===== config.mk =====
export PLATFORM = sky130hd
export DESIGN_NAME = fp32_ieee_pack_flat
export DESIGN_NICKNAME = d
export VERILOG_FILES = /design/src/rtl/fp32_ieee_pack_pkg.sv /design/src/rtl/fp32_ieee_pack_if.sv /design/src/rtl/fp_pack_comb.sv /design/src/rtl/fp32_ieee_pack.sv /design/src/flat_wrapper.sv
export SDC_FILE = /design/constraint.sdc
export NUM_CORES = 1
export LEC_CHECK = 0
export BUFFER_PORTS_ARGS = -buffer_cell sky130_fd_sc_hd__buf_2
export CAP_MARGIN = 40
export CORE_MARGIN = 4
export CORE_UTILIZATION = 50
export CTS_BUF_LIST = sky130_fd_sc_hd__clkbuf_2
export DETAILED_ROUTE_END_ITERATION = 12
export MAX_ROUTING_LAYER = met4
export PLACE_DENSITY = 0.82
export SYNTH_ARGS = -nofsm -noshare
export SYNTH_HDL_FRONTEND = slang
export SYNTH_SLANG_ARGS = --single-unit

===== constraint.sdc =====
create_clock -name clk -period 2.9 [get_ports clk]
set_input_delay 0.58 -clock clk [delete_from_list [all_inputs] [get_ports clk]]
set_output_delay 0.58 -clock clk [all_outputs]
set_load 0.03 [all_outputs]

===== src/rtl/fp32_ieee_pack_pkg.sv =====
// Shared definitions for the fp32 output-packing path: exception tags, the tagged
// product layout, result classes and flag bit positions.
package fp_pkg;

    localparam logic [1:0] EXC_NORMAL = 2'b00;
    localparam logic [1:0] EXC_ZERO   = 2'b01;
    localparam logic [1:0] EXC_INF    = 2'b10;
    localparam logic [1:0] EXC_NAN    = 2'b11;

    localparam logic [31:0] FP32_QNAN = 32'h7FC0_0000;

    localparam int FLAG_W     = 4;
    localparam int FLAG_NAN   = 3;
    localparam int FLAG_INF   = 2;
    localparam int FLAG_FLUSH = 1;
    localparam int FLAG_OVF   = 0;

    typedef struct packed {
        logic [1:0]  exc;
        logic        sign;
        logic [7:0]  exp;
        logic [22:0] man;
    } fp_tagged_t;

    typedef enum logic [2:0] {
        CLS_NORMAL,
        CLS_ZERO,
        CLS_INF,
        CLS_NAN,
        CLS_OVF,
        CLS_FLUSH
    } fp_class_t;

    // Tagged exceptions win; an untagged product is still screened for an
    // all-ones or all-zeros exponent, since no denormals or raw specials leave here.
    function automatic fp_class_t fp_classify(input logic [1:0] exc, input logic [7:0] exp);
        fp_class_t cls;
        cls = CLS_NORMAL;
        case (exc)
            EXC_ZERO: cls = CLS_ZERO;
            EXC_INF:  cls = CLS_INF;
            EXC_NAN:  cls = CLS_NAN;
            default: begin
                if (exp == 8'hFF)      cls = CLS_OVF;
                else if (exp == 8'h00) cls = CLS_FLUSH;
                else                   cls = CLS_NORMAL;
            end
        endcase
        return cls;
    endfunction

endpackage


===== src/rtl/fp32_ieee_pack_if.sv =====
// Valid/ready bundle between the multiplier output, the packing stage and the
// result consumer.
interface fp32_ieee_pack_if;
    import fp_pkg::*;

    logic                  in_valid;
    logic                  in_ready;
    fp_tagged_t            in_data;
    logic                  out_valid;
    logic                  out_ready;
    logic [31:0]           out_data;
    logic [FLAG_W-1:0]     out_flags;

    modport master (
        output in_valid, in_data, out_ready,
        input  in_ready, out_valid, out_data, out_flags
    );

    modport slave (
        input  in_valid, in_data, out_ready,
        output in_ready, out_valid, out_data, out_flags
    );

endinterface


===== src/rtl/fp_pack_comb.sv =====
// Purely combinational mapping from a decoded result class to the binary32 word
// and its {nan, inf, flush, ovf} flags.
module fp_pack_comb
    import fp_pkg::*;
(
    input  fp_class_t          cls_i,
    input  logic               sign_i,
    input  logic [7:0]         exp_i,
    input  logic [22:0]        man_i,
    output logic [31:0]        word_o,
    output logic [FLAG_W-1:0]  flags_o
);

    always_comb begin
        word_o  = '0;
        flags_o = '0;
        case (cls_i)
            CLS_ZERO: begin
                word_o = {sign_i, 31'h0};
            end
            CLS_INF: begin
                word_o             = {sign_i, 8'hFF, 23'h0};
                flags_o[FLAG_INF]  = 1'b1;
            end
            CLS_NAN: begin
                word_o             = FP32_QNAN;
                flags_o[FLAG_NAN]  = 1'b1;
            end
            CLS_OVF: begin
                word_o             = {sign_i, 8'hFF, 23'h0};
                flags_o[FLAG_INF]  = 1'b1;
                flags_o[FLAG_OVF]  = 1'b1;
            end
            CLS_FLUSH: begin
                word_o               = {sign_i, 31'h0};
                flags_o[FLAG_FLUSH]  = 1'b1;
            end
            default: begin
                word_o = {sign_i, exp_i, man_i};
            end
        endcase
    end

endmodule


===== src/rtl/fp32_ieee_pack.sv =====
// Two-stage valid/ready pipeline turning exception-tagged products into binary32
// words, with saturating NaN / infinity / flush event counters on the output side.
module fp32_ieee_pack
    import fp_pkg::*;
#(
    parameter int CNT_W = 16
) (
    input  logic               clk,
    input  logic               rst,
    fp32_ieee_pack_if.slave    bus,
    input  logic               cnt_clear,
    output logic [CNT_W-1:0]   cnt_nan,
    output logic [CNT_W-1:0]   cnt_inf,
    output logic [CNT_W-1:0]   cnt_flush
);

    localparam int N_CNT = 3;

    fp_tagged_t         in_word;
    logic               s1_adv;
    logic               s2_adv;
    logic               out_hs;

    logic               s1_valid_q;
    fp_class_t          s1_cls_q;
    logic               s1_sign_q;
    logic [7:0]         s1_exp_q;
    logic [22:0]        s1_man_q;

    logic               s2_valid_q;
    logic [31:0]        out_data_q;
    logic [FLAG_W-1:0]  out_flags_q;

    logic [31:0]        pack_word;
    logic [FLAG_W-1:0]  pack_flags;

    logic [N_CNT-1:0]             cnt_hit;
    logic [N_CNT-1:0][CNT_W-1:0]  cnt_vec;

    assign in_word = bus.in_data;

    // Both advance terms are combinational so a full pipeline can shift in the
    // same cycle the consumer takes the head word.
    assign s2_adv       = !s2_valid_q || bus.out_ready;
    assign s1_adv       = !s1_valid_q || s2_adv;
    assign out_hs       = s2_valid_q && bus.out_ready;
    assign bus.in_ready = s1_adv;

    always_ff @(posedge clk) begin
        if (rst) begin
            s1_valid_q <= 1'b0;
            s1_cls_q   <= CLS_NORMAL;
            s1_sign_q  <= 1'b0;
            s1_exp_q   <= '0;
            s1_man_q   <= '0;
        end else if (s1_adv) begin
            s1_valid_q <= bus.in_valid;
            if (bus.in_valid) begin
                s1_cls_q  <= fp_classify(in_word.exc, in_word.exp);
                s1_sign_q <= in_word.sign;
                s1_exp_q  <= in_word.exp;
                s1_man_q  <= in_word.man;
            end
        end
    end

    fp_pack_comb u_pack (
        .cls_i   (s1_cls_q),
        .sign_i  (s1_sign_q),
        .exp_i   (s1_exp_q),
        .man_i   (s1_man_q),
        .word_o  (pack_word),
        .flags_o (pack_flags)
    );

    // The output word is only rewritten when a real item moves in, so a drained
    // pipeline keeps showing the last word with out_valid low.
    always_ff @(posedge clk) begin
        if (rst) begin
            s2_valid_q  <= 1'b0;
            out_data_q  <= '0;
            out_flags_q <= '0;
        end else if (s2_adv) begin
            s2_valid_q <= s1_valid_q;
            if (s1_valid_q) begin
                out_data_q  <= pack_word;
                out_flags_q <= pack_flags;
            end
        end
    end

    assign bus.out_valid = s2_valid_q;
    assign bus.out_data  = out_data_q;
    assign bus.out_flags = out_flags_q;

    assign cnt_hit = {out_flags_q[FLAG_FLUSH], out_flags_q[FLAG_INF], out_flags_q[FLAG_NAN]};

    generate
        for (genvar gi = 0; gi < N_CNT; gi++) begin : g_cnt
            logic [CNT_W-1:0] cnt_q;
            logic [CNT_W-1:0] cnt_d;

            always_comb begin
                cnt_d = cnt_q;
                if (cnt_clear) begin
                    cnt_d = '0;
                end else if (out_hs && cnt_hit[gi] && (cnt_q != {CNT_W{1'b1}})) begin
                    cnt_d = cnt_q + 1'b1;
                end
            end

            always_ff @(posedge clk) begin
                if (rst) cnt_q <= '0;
                else     cnt_q <= cnt_d;
            end

            assign cnt_vec[gi] = cnt_q;
        end
    endgenerate

    assign cnt_nan   = cnt_vec[0];
    assign cnt_inf   = cnt_vec[1];
    assign cnt_flush = cnt_vec[2];

endmodule


===== src/flat_wrapper.sv =====
// flat-port wrapper written by rule: the top's interface ports become plain ports
module fp32_ieee_pack_flat import fp_pkg::*;
#(
    parameter int CNT_W = 16
)
  (clk, rst, cnt_clear, cnt_nan, cnt_inf, cnt_flush, bus_in_valid, bus_in_data, bus_out_ready, bus_in_ready, bus_out_valid, bus_out_data, bus_out_flags);
  fp32_ieee_pack_if bus_i ();
  input  logic clk;
  input  logic rst;
  input  logic cnt_clear;
  output logic [CNT_W-1:0] cnt_nan;
  output logic [CNT_W-1:0] cnt_inf;
  output logic [CNT_W-1:0] cnt_flush;
  input wire logic [$bits(bus_i.in_valid)-1:0] bus_in_valid;
  input wire logic [$bits(bus_i.in_data)-1:0] bus_in_data;
  input wire logic [$bits(bus_i.out_ready)-1:0] bus_out_ready;
  output wire logic [$bits(bus_i.in_ready)-1:0] bus_in_ready;
  output wire logic [$bits(bus_i.out_valid)-1:0] bus_out_valid;
  output wire logic [$bits(bus_i.out_data)-1:0] bus_out_data;
  output wire logic [$bits(bus_i.out_flags)-1:0] bus_out_flags;
  assign bus_i.in_valid = bus_in_valid;
  assign bus_i.in_data = bus_in_data;
  assign bus_i.out_ready = bus_out_ready;
  assign bus_in_ready = bus_i.in_ready;
  assign bus_out_valid = bus_i.out_valid;
  assign bus_out_data = bus_i.out_data;
  assign bus_out_flags = bus_i.out_flags;
  fp32_ieee_pack #(.CNT_W(CNT_W)) u_core (.clk(clk), .rst(rst), .bus(bus_i), .cnt_clear(cnt_clear), .cnt_nan(cnt_nan), .cnt_inf(cnt_inf), .cnt_flush(cnt_flush));
endmodule

==> key figures <==
Global route
  • GRT Util Overall: 0.224
  • Number of global-route vias before repair: about 4600
  • Gr ovfl total: 0
  • Largest net degree at the start of global routing: 78
  • First-pass GRT wire length: 20.8 mm
  • Initial antenna violation count: 0

Outcome
  • Outcome: complete, no violations

Finish
  • Share of cells above drive strength 1: 0.247
  • Footprint of the multi-input gates: approximately 0.0025 mm²
  • Antenna cell count: 0
  • Filler cell count: 896
  • Nets: 770
  • Post-layout util: 0.621
  • Sequential Area: 0.00242 mm²
  • Synthesis-to-finish area growth: 20.5%

Worst setup path
  • Kind of end point of the critical path: output port
  • Crit path cell chain: nand3b_1 > buf_2
  • Slowest CP cell: dfxtp_1
  • CP arrival: around 1.6 ns
  • Setup CP Type: flop to output port
  • CP peak stage delay: 0.52 ns
  • Critical path launch point type: flop
  • Crit Path Max Fanout: 9
  • Req. time, crit path: 2.32 ns

Yosys
  • Synth top area cells: dfxtp_1 48%, a21oi_1 8.2%, nand2_1 8.2%
  • Sequential share of the synthesized area: 0.481
  • Seq cells post-synth: 121
  • FFs w/ async S/R, synth: 0
  • Most frequent cell after synthesis: dfxtp_1
  • Synth Flop Type: dfxtp_1
  • Top cells by count, synth: 121 x dfxtp_1, 110 x nand2_1, 83 x a21oi_1
  • Warnings from Yosys: 0
  • Post-synth EDFFs: 0
  • Dominant cell type by area after synthesis: dfxtp_1
  • Netlist cell types: 45
  • Avg Synthesized Cell Area: 8.31 µm²
  • Synth top area share: 0.481
  • Synthesized netlist cell count: ~610
  • Synth Net Count: 648
  • Post-Synthesis Cell Area: 0.00504 mm²

CTS
  • CTS sink count: 121
  • PostCTS Resize Cnt: 0
  • CTS Hold Bufs: 0
  • Setup bufs post-CTS: 0
  • CTS tree: done
  • Clock Tree Root: clkbuf_2
  • CTS buffer count: 17
  • Max Buffers Root-to-Sink: 2
  • H-tree depth: 4
  • Reg clk slew, reported paths: 0.19 ns
  • Worst-Skew Late Latency: 0.66 ns

Pwr
  • Power per Cell Area: around 520 mW/mm²
  • Sequential share of power: 0.546
  • Max VDD drop: 0.354 mV
  • Leak: 2.38 nW
  • Int Pwr: 0.00234 W
  • Net Sw Frac: 0.261
  • Psw: 0.000826 W
  • Combinational fraction of design power: 0.065
  • Total power: 0.00317 W
  • Clock power share: 0.389

Detailed routing
  • Met2 Wirelength: 6.32 mm
  • Met1 WL: 5.28 mm
  • Initial DRC count: 274
  • Drt via density: 5.68
  • Pre-antenna DRT Iters: 5
  • Metal3 WL: 847 µm
  • Total Wirelength: roughly 13 mm
  • Top routing layer used: met4
  • Wire per inst: about 14 µm
  • Via count: 4963
  • Antenna-violating nets left: 0
  • DRC: 0

Placed design
  • Port Buffers: 124
  • Setup WS pre-CTS: 0.594 ns
  • Dpl hpwl: 8.94 mm
  • Placer Congestion: approximately 0.85

Die
  • Die Span Y: 108 µm
  • Initial Utilization: 0.515
  • Core Box Area: 0.00977 mm²
  • # rows: 36
  • Die area: 0.0117 mm²
  • IO Pins: 125
  • Die W: 108 µm

STA
  • Setup violations, final: 0
  • Setup ws final: 0.734 ns
  • Peak Freq: approximately 460 MHz
  • Slew Viols, Final: 0
  • RSZ-0062 raised after global routing: no
  • Fin Clk Skew: 0.0241 ns
  • Hold Fails Final Rpt: 0
  • Tmin final: 2.17 ns
  • Setup TNS: 0 ns
  • Period utilization: 0.747
  • Worst-Margin Slew: roughly 0.79 ns
  • Slew Limit Headroom: 0.472

Run
  • Max Cap Violations: 0

Worst hold path
  • Hold Path Class: primary input to flop
-- per-layer routing --
layer | vias to the layer above | global-route usage
met5 | - | -
met4 | 0 | 0.0667
met3 | 19 | 0.0657
met2 | 150 | 0.373
met1 | 2316 | 0.263
li1 | 2478 | -
-- state kept, by name, summed over array words and instances (netlist names) --
name and flops:
u_core.bus.out_data 32, u_core.bus.out_flags 4, u_core.bus.out_valid 1, u_core.cnt_flush 16, u_core.cnt_inf 16, u_core.cnt_nan 16
u_core.s1_cls_q 3, u_core.s1_exp_q 8, u_core.s1_man_q 23, u_core.s1_sign_q 1, u_core.s1_valid_q 1
-- stage by stage --
| step | cells | hold slack, ns | cell area (µm²) |
|---|---|---|---|
| 4_1_cts | 873 | 0.0692 | 6070 |
| 6_report | 874 | 0.123 | 6070 |
| 3_3_place_gp | 841 | 0.441 | 5780 |
| 5_1_grt | 874 | 0.0615 | 6070 |
| 3_5_place_dp | 841 | 0.447 | 5780 |
| 2_1_floorplan | 606 | 0.433 | 5040 |
-- worst max-delay path: cells and delay by family, from the launching register on --
kind	cells	cell delay, ns
buffers and inverters	1	0.23
flip-flops	1	0.52
AND/OR/NAND/NOR	1	0.19
-- final timing paths --
path,startpoint,to,slack (ns),cells after the start
max,u_core.bus.out_valid$_SDFFE_PP0P_,bus_in_ready,0.73,2
min reg2reg,u_core.bus.out_data[29]$_SDFFE_PP0P_,u_core.bus.out_data[29]$_SDFFE_PP0P_,0.47,2
min,bus_in_data[12],u_core.s1_man_q[12]$_SDFFE_PP0P_,0.12,3
max reg2reg,u_core.bus.out_valid$_SDFFE_PP0P_,u_core.cnt_nan[15]$_SDFFE_PP0P_,0.80,4
-- power groups by stage --
| stage | Clock (W) | Combinational [W] | Sequential (W) |
|---|---|---|---|
| finish | 0.00123 | 0.000207 | 0.00173 |
| global route | 0.00134 | 0.000232 | 0.00173 |
| CTS | 0.00126 | 0.000208 | 0.00173 |
| detailed placement | 0 | 0.000207 | 0.00176 |
| global placement | 0 | 0.000203 | 0.00176 |
| floorplan | 0 | 0.000109 | 0.00178 |
-- final cells by class --
class	instances	share of cell area
Timing Repair Buffer	134	0.114
Tap cell	133	0.0274
Multi-Input combinational cell	450	0.410
Clock buffer	17	0.0140
Sequential cell	121	0.399
Inverter	4	0.00247
Clock inverter	15	0.0332
-- cells by family after synthesis --
kind of cell / count (synthesis) / synth area share
AO/OA/AOI/OAI: 167 / 0.198
buffers and inverters: 35 / 0.0271
XOR/XNOR: 2 / 0.00348
adder cells (fa/ha/maj): 3 / 0.00745
flip-flops: 121 / 0.481
AND/OR/NAND/NOR: 274 / 0.275
multiplexers: 4 / 0.00795
-- placed cells by master (no fill, tap or decap), drive strengths merged, types with 4 or more instances in the layout --
cell and n:
nand4 22, o311ai 5, inv 5, buf 133, or4 16, nand2 110
clkbuf 18, and4 6, o31ai 13, o21ai 27, mux2i 4, or3 22
o41ai 7, a22oi 22, nor4 7, nor3 11, dfxtp 121, and3 8
bufinv 4, a21oi 83, clkinv 7, nor2 41, nand3 18
Note: power is estimated with default switching activity, not from simulation.
